`config.mk`:
```
export PLATFORM = sky130hd
export DESIGN_NAME = s_term_cfg_switch_matrix
export DESIGN_NICKNAME = d
export VERILOG_FILES = /design/src/rtl/s_term_cfg_switch_matrix.sv
export SDC_FILE = /design/constraint.sdc
export NUM_CORES = 1
export LEC_CHECK = 0
export CAP_MARGIN = 40
export CORE_UTILIZATION = 37
export DETAILED_ROUTE_END_ITERATION = 6
export PLACE_DENSITY = 0.67
export SLEW_MARGIN = 30
export SYNTH_ARGS = -nofsm -noshare
export SYNTH_HDL_FRONTEND = slang
export SYNTH_SLANG_ARGS = --single-unit
export TNS_END_PERCENT = 1
```
`constraint.sdc`:
```
create_clock -name UserCLK -period 4.1 [get_ports UserCLK]
set_clock_uncertainty 0.2 [all_clocks]
set_input_delay 0.82 -clock UserCLK [delete_from_list [all_inputs] [get_ports UserCLK]]
set_output_delay 0.82 -clock UserCLK [all_outputs]
set_load 0.01 [all_outputs]
```
`src/rtl/s_term_cfg_switch_matrix.sv`:
```
// South-terminal loop-back switch matrix: five wire groups folded back north under
// an 11-bit serially loaded configuration with length-checked atomic commit.
module s_term_cfg_switch_matrix #(
    parameter int W1 = 4,
    parameter int W2 = 8,
    parameter int W4 = 16
) (
    input  logic          UserCLK,
    input  logic          UserRST,
    input  logic          cfg_data,
    input  logic          cfg_shift,
    input  logic          cfg_commit,
    input  logic [W1-1:0] S1END,
    input  logic [W2-1:0] S2MID,
    input  logic [W2-1:0] S2END,
    input  logic [W4-1:0] S4END,
    input  logic [W4-1:0] SS4END,
    output logic [W1-1:0] N1BEG,
    output logic [W2-1:0] N2BEG,
    output logic [W2-1:0] N2BEGb,
    output logic [W4-1:0] N4BEG,
    output logic [W4-1:0] NN4BEG,
    output logic          Co0,
    output logic          cfg_err,
    output logic [10:0]   cfg_active
);

    localparam int          CFG_BITS = 11;
    localparam logic [3:0]  CNT_FULL = 4'd11;
    localparam logic [3:0]  CNT_SAT  = 4'd12;

    typedef enum logic [1:0] {
        MODE_REV = 2'b00,
        MODE_STR = 2'b01,
        MODE_REG = 2'b10,
        MODE_OFF = 2'b11
    } mode_e;

    logic [CFG_BITS-1:0] shadow;
    logic [CFG_BITS-1:0] active;
    logic [3:0]          count;
    logic                err_q;

    logic [W1-1:0] s1_rev,  s1_pipe;
    logic [W2-1:0] s2m_rev, s2m_pipe;
    logic [W2-1:0] s2e_rev, s2e_pipe;
    logic [W4-1:0] s4_rev,  s4_pipe;
    logic [W4-1:0] ss4_rev, ss4_pipe;

    for (genvar i = 0; i < W1; i++) begin : g_rev1
        assign s1_rev[i] = S1END[W1-1-i];
    end
    for (genvar i = 0; i < W2; i++) begin : g_rev2
        assign s2m_rev[i] = S2MID[W2-1-i];
        assign s2e_rev[i] = S2END[W2-1-i];
    end
    for (genvar i = 0; i < W4; i++) begin : g_rev4
        assign s4_rev[i]  = S4END[W4-1-i];
        assign ss4_rev[i] = SS4END[W4-1-i];
    end

    // NOTE: sequential state uses non-blocking assignments so every register samples pre-edge values.
    always_ff @(posedge UserCLK) begin
        if (UserRST) begin
            shadow   <= '0;
            active   <= '0;
            count    <= '0;
            err_q    <= 1'b0;
            s1_pipe  <= '0;
            s2m_pipe <= '0;
            s2e_pipe <= '0;
            s4_pipe  <= '0;
            ss4_pipe <= '0;
        end else begin
            // Pipelines run every cycle so entering mode 10 shows the previous sample at once.
            s1_pipe  <= s1_rev;
            s2m_pipe <= s2m_rev;
            s2e_pipe <= s2e_rev;
            s4_pipe  <= s4_rev;
            ss4_pipe <= ss4_rev;
            if (cfg_commit) begin
                count <= '0;
                if (count == CNT_FULL) begin
                    active <= shadow;
                end else begin
                    err_q <= 1'b1;
                end
            end else if (cfg_shift) begin
                shadow <= {shadow[CFG_BITS-2:0], cfg_data};
                if (count != CNT_SAT) begin
                    count <= count + 4'd1;
                end
            end
        end
    end

    mode_e m0, m1, m2, m3, m4;
    assign m0 = mode_e'(active[1:0]);
    assign m1 = mode_e'(active[3:2]);
    assign m2 = mode_e'(active[5:4]);
    assign m3 = mode_e'(active[7:6]);
    assign m4 = mode_e'(active[9:8]);

    // NOTE: every output gets a default first so no path through the case can infer a latch.
    always_comb begin
        N1BEG  = '0;
        N2BEG  = '0;
        N2BEGb = '0;
        N4BEG  = '0;
        NN4BEG = '0;
        case (m0)
            MODE_REV: N1BEG = s1_rev;
            MODE_STR: N1BEG = S1END;
            MODE_REG: N1BEG = s1_pipe;
            default:  N1BEG = '0;
        endcase
        case (m1)
            MODE_REV: N2BEG = s2m_rev;
            MODE_STR: N2BEG = S2MID;
            MODE_REG: N2BEG = s2m_pipe;
            default:  N2BEG = '0;
        endcase
        case (m2)
            MODE_REV: N2BEGb = s2e_rev;
            MODE_STR: N2BEGb = S2END;
            MODE_REG: N2BEGb = s2e_pipe;
            default:  N2BEGb = '0;
        endcase
        case (m3)
            MODE_REV: N4BEG = s4_rev;
            MODE_STR: N4BEG = S4END;
            MODE_REG: N4BEG = s4_pipe;
            default:  N4BEG = '0;
        endcase
        case (m4)
            MODE_REV: NN4BEG = ss4_rev;
            MODE_STR: NN4BEG = SS4END;
            MODE_REG: NN4BEG = ss4_pipe;
            default:  NN4BEG = '0;
        endcase
    end

    assign Co0        = active[10];
    assign cfg_err    = err_q;
    assign cfg_active = active;

endmodule
```
After elaboration in Yosys (flattened, before gate mapping)
Cells that the tools add are included.
{ "classes": {"reduce_logical": 10, "mux": 5, "n_eq_ne": 12, "bitwise": 2, "add_sub_neg": 1} }
{ "ops": {"columns": ["op", "count"], "rows": [
  ["16-bit one-hot mux with 3 select lines", 2],
  ["8-bit one-hot mux with 3 select lines", 2],
  ["4-bit one-hot mux with 3 select lines", 1],
  ["2-bit by 1-bit == test with 1-bit output, second input constant", 5],
  ["2-bit == test, second input constant", 5],
  ["2-bit logical NOT", 5],
  ["2-bit AND reduction", 4],
  ["4-bit by 1-bit adder with 4-bit output, second input constant", 1],
  ["4-bit == test, second input constant", 1],
  ["4-bit inequality test, second input constant", 1],
  ["1-bit NOT", 2],
  ["2-bit OR reduction", 1]
]} }
{ "word_totals": {"input_bits": 57, "ff_bits": 79, "out_inout_bits": 65, "word_cells": 39} }

Logic depth before layout (Yosys ltp)
{ "depth": {"depth_word": 3, "mapped_depth": 5, "ltp_nobuf": 5} }

Worst setup path before layout
OpenSTA, ideal clock, no wires.
{ "synth_path": {"path_type": "input to output", "start": "input S4END[5]", "end": "output N4BEG[10]", "required_time_ns": 3.080, "slack_ns": 1.938, "t_arrival_ns": 1.142, "n_path_buf": 0, "path_stages": 2, "path_cell_list": "mux2i_1 -> o21ai_0"} }
{ "synth_between": {"elab_chain_cells": 1} }
{ "synth_rtl": {"columns": ["item", "line", "source"], "rows": [
  ["start: declaration", "16", "input logic [W4-1:0] S4END,"],
  ["16-bit one-hot mux with 3 select lines", "129", "case (m3)"],
  ["end: declaration", "21", "output logic [W4-1:0] N4BEG,"]
]} }
Every way passes these cells.

Worst setup path after layout
{ "layout_path": {"start": "input S1END[2]", "end": "output N1BEG[1]"} }
{ "layout_between": {"elab_chain_cells": 1} }
{ "layout_rtl": {"columns": ["item", "line", "source"], "rows": [
  ["start: declaration", "13", "input logic [W1-1:0] S1END,"],
  ["4-bit one-hot mux with 3 select lines", "111", "case (m0)"],
  ["end: declaration", "18", "output logic [W1-1:0] N1BEG,"]
]} }
Every way passes these cells.

==> results_dict.tcl <==
set metrics [dict create \
    status "finished, final reports clean" \
    place_ws_ns 0.8875 \
    dieArea_um2 10470 \
    synth_area_per_cell_um2 8.905 \
    routed_wl_um 8555 \
    start_util_pct 38.08 \
    timing.final.ws_setup_ns 0.8818 \
    timing_worst_setup_path_type "in -> out" \
    cp_data_arrival_time_ns 2.20 \
    die_x_um 102.3 \
    synth_top_family_by_area "simple AND/OR/NAND/NOR gates" \
    gp_congestion 0.7250 \
    antenna_found_initial 0 \
    h-tree-depth 3 \
    ant_nets 0 \
    maxCapViolCount 0 \
    die_height_um 102.3 \
    track_usage_pct 16.34 \
    cts_resized 0 \
    drtPass1Iterations 5 \
    crit_fanout 3 \
    port_buffers 121 \
    final_common_cell "clkdlybuf4s50_1" \
    final_cell_mix "clkdlybuf4s50_1, dfxtp_1, mux2i_1, nand3b_1" \
    placementRows 36 \
    drc 0 \
    synth_top_area_share_pct 42.49 \
    setup_viol 0 \
    hold_class "reg -> reg" \
    overflow 0 \
    hold-path-cell-count 2 \
    fin_crit_ns 3.218 \
    min-delay-start "shadow[10]" \
    clk_path_buf_depth 2 \
    synthesis.area_um2 3722 \
    ff2ff_setup_slack_ns 2.39 \
    cp-startpoint "S1END[2]" \
    yosysWarnings 0 \
    period_share_pct 78.49 \
    synth-seq-cells 79 \
    antenna_cells 0 \
    post-cts-setup-buffer-count 0 \
    vias 3193 \
    endpoint_kind "primary output" \
    fin_nets 578 \
    ys_types 25 \
    io_pins 122 \
    final_layout_size_suffix_gt1_share_pct 4.580 \
    seq_area_um2 1582 \
    syn2layout_area_growth_pct 38.15 \
    cts_made_buffers 9 \
    final_util_pct 52.61 \
    synth_compound_area_share_pct 10.96 \
    synth_ff_type "dfxtp_1" \
    first_iter_violations 117 \
    hold_viol 0 \
    viasPerCell 4.860 \
    start_kind "input pin" \
    synthCells 418 \
    root_buffer "clkbuf_8" \
    fin_area_um2 5142 \
    synthAdderAreaFrac_pct 0.6723 \
    peakVddDrop_mv 0.1781 \
    grt_pass1_vias 2933 \
    synthTopCellsByArea "dfxtp_1, mux2i_1, nand3b_1" \
    rsz0062_at_grt "false" \
    synth_edf_count 0 \
    min_to "cfg_active[10]" \
    worstReg2RegStart "count[0]" \
    yosysSeqAreaShare_pct 42.49 \
    synthXorXnorAreaFrac_pct 0 \
    grt_start_max_net_pins 43 \
    hpwl_um 5926 \
    relSlewSlack_pct 52.03 \
    r2r_cells 4 \
    tightest_slew_ns 0.7186 \
    cts_tree "done" \
    coreArea_um2 9774 \
    wl_per_cell_um 13.02 \
    grt_pass1_wl_um 13550 \
    max_freq_ghz 0.3107 \
    muxShareOfSynthArea_pct 14.52 \
    clkSlewWorstSetupHoldPaths_ns 0.08 \
    powerDensity_nw_per_um2 299.2 \
    slew_violations 0 \
    hold_buffers 0 \
    clk_latency_ns 0.34 \
    synth_nets 477 \
    worstPathRequired_ns 3.08 \
    fillers 946 \
    reg2reg_to "cfg_active[9]" \
    placed_cell_area_um2 4959 \
    async_flop_share_pct 0 \
    power_leakage_nw 1.649 \
    yosysTopAreaCell "dfxtp_1" \
    finalSetupTns_ns 0 \
    yosys.area_share.simple_pct 25.98 \
    cts.sinks 79 \
    multi_input_area_um2 1941 \
]
## routing by layer
layer | track usage, % | part of all wire, %
met5 | 0 | 0
met4 | 3.956 | 0.89
met3 | 4.925 | 4.6
met2 | 26.69 | 47
met1 | 21.09 | 47
## power by group
part / leakage (nW) / internal (mW) / switching (mW) / total (mW)
Sequential: 0.651 / 0.796 / 0.00824 / 0.804
Clock: 0.0873 / 0.251 / 0.279 / 0.530
Combinational: 0.910 / 0.122 / 0.0830 / 0.205
## critical path, cell delays in order
cell	delay [ns]
clkdlybuf4s50_1	0.52
mux2i_1	0.09
o21ai_0	0.21
clkdlybuf4s50_1	0.57
## sequential cells by signal, summed over array words and instances, names as in the netlist
register,count
shadow,11
s2m_pipe,8
ss4_pipe,16
s1_pipe,4
cfg_active,11
cfg_err,1
s2e_pipe,8
s4_pipe,16
count,4
## Yosys cell counts, types with 2 or more instances
| cell | n |
|---|---|
| clkbuf_1 | 15 |
| dfxtp_1 | 79 |
| a21oi_1 | 24 |
| nor2b_1 | 52 |
| nand2_1 | 50 |
| nor2_1 | 2 |
| buf_4 | 7 |
| buf_2 | 13 |
| mux2i_1 | 54 |
| inv_1 | 3 |
| ha_1 | 2 |
| nand3b_1 | 53 |
| o21ai_0 | 52 |
## worst max path at each step
stage                endpoint  slack [ns]  cells past startpoint
floorplan           N4BEG[10]        1.94                      2
detailed placement   N1BEG[1]        0.89                      4
global placement    N2BEGb[4]        0.91                      4
global route         N4BEG[2]        0.81                      4
CTS                  N2BEG[0]        0.88                      4
finish               N1BEG[1]        0.88                      4
## layout make-up
cell class / count / share of cell area [%]
Multi-Input combinational cell: 299 / 37.74
Sequential cell: 79 / 30.75
Timing Repair Buffer: 127 / 24.48
Tap cell: 133 / 3.236
Clock buffer: 11 / 2.944
Clock inverter: 5 / 0.6326
Inverter: 3 / 0.2190
## per-stage QoR
stage | instances | power (mW) | hold WS (ns)
global route | 657 | 1.619 | 0.2912
floorplan | 418 | 0.8939 | 0.2321
CTS | 657 | 1.565 | 0.2595
detailed placement | 641 | 1.028 | 0.2453
global placement | 639 | 1.023 | 0.2421
finish | 657 | 1.539 | 0.2538
## cells by family after synthesis
logic type,count (synthesis)
compound gates,79
flops,79
buf+inv,40
fa+ha+maj,2
mux,54
simple gates,164
Note: power is estimated with default switching activity, not from simulation.
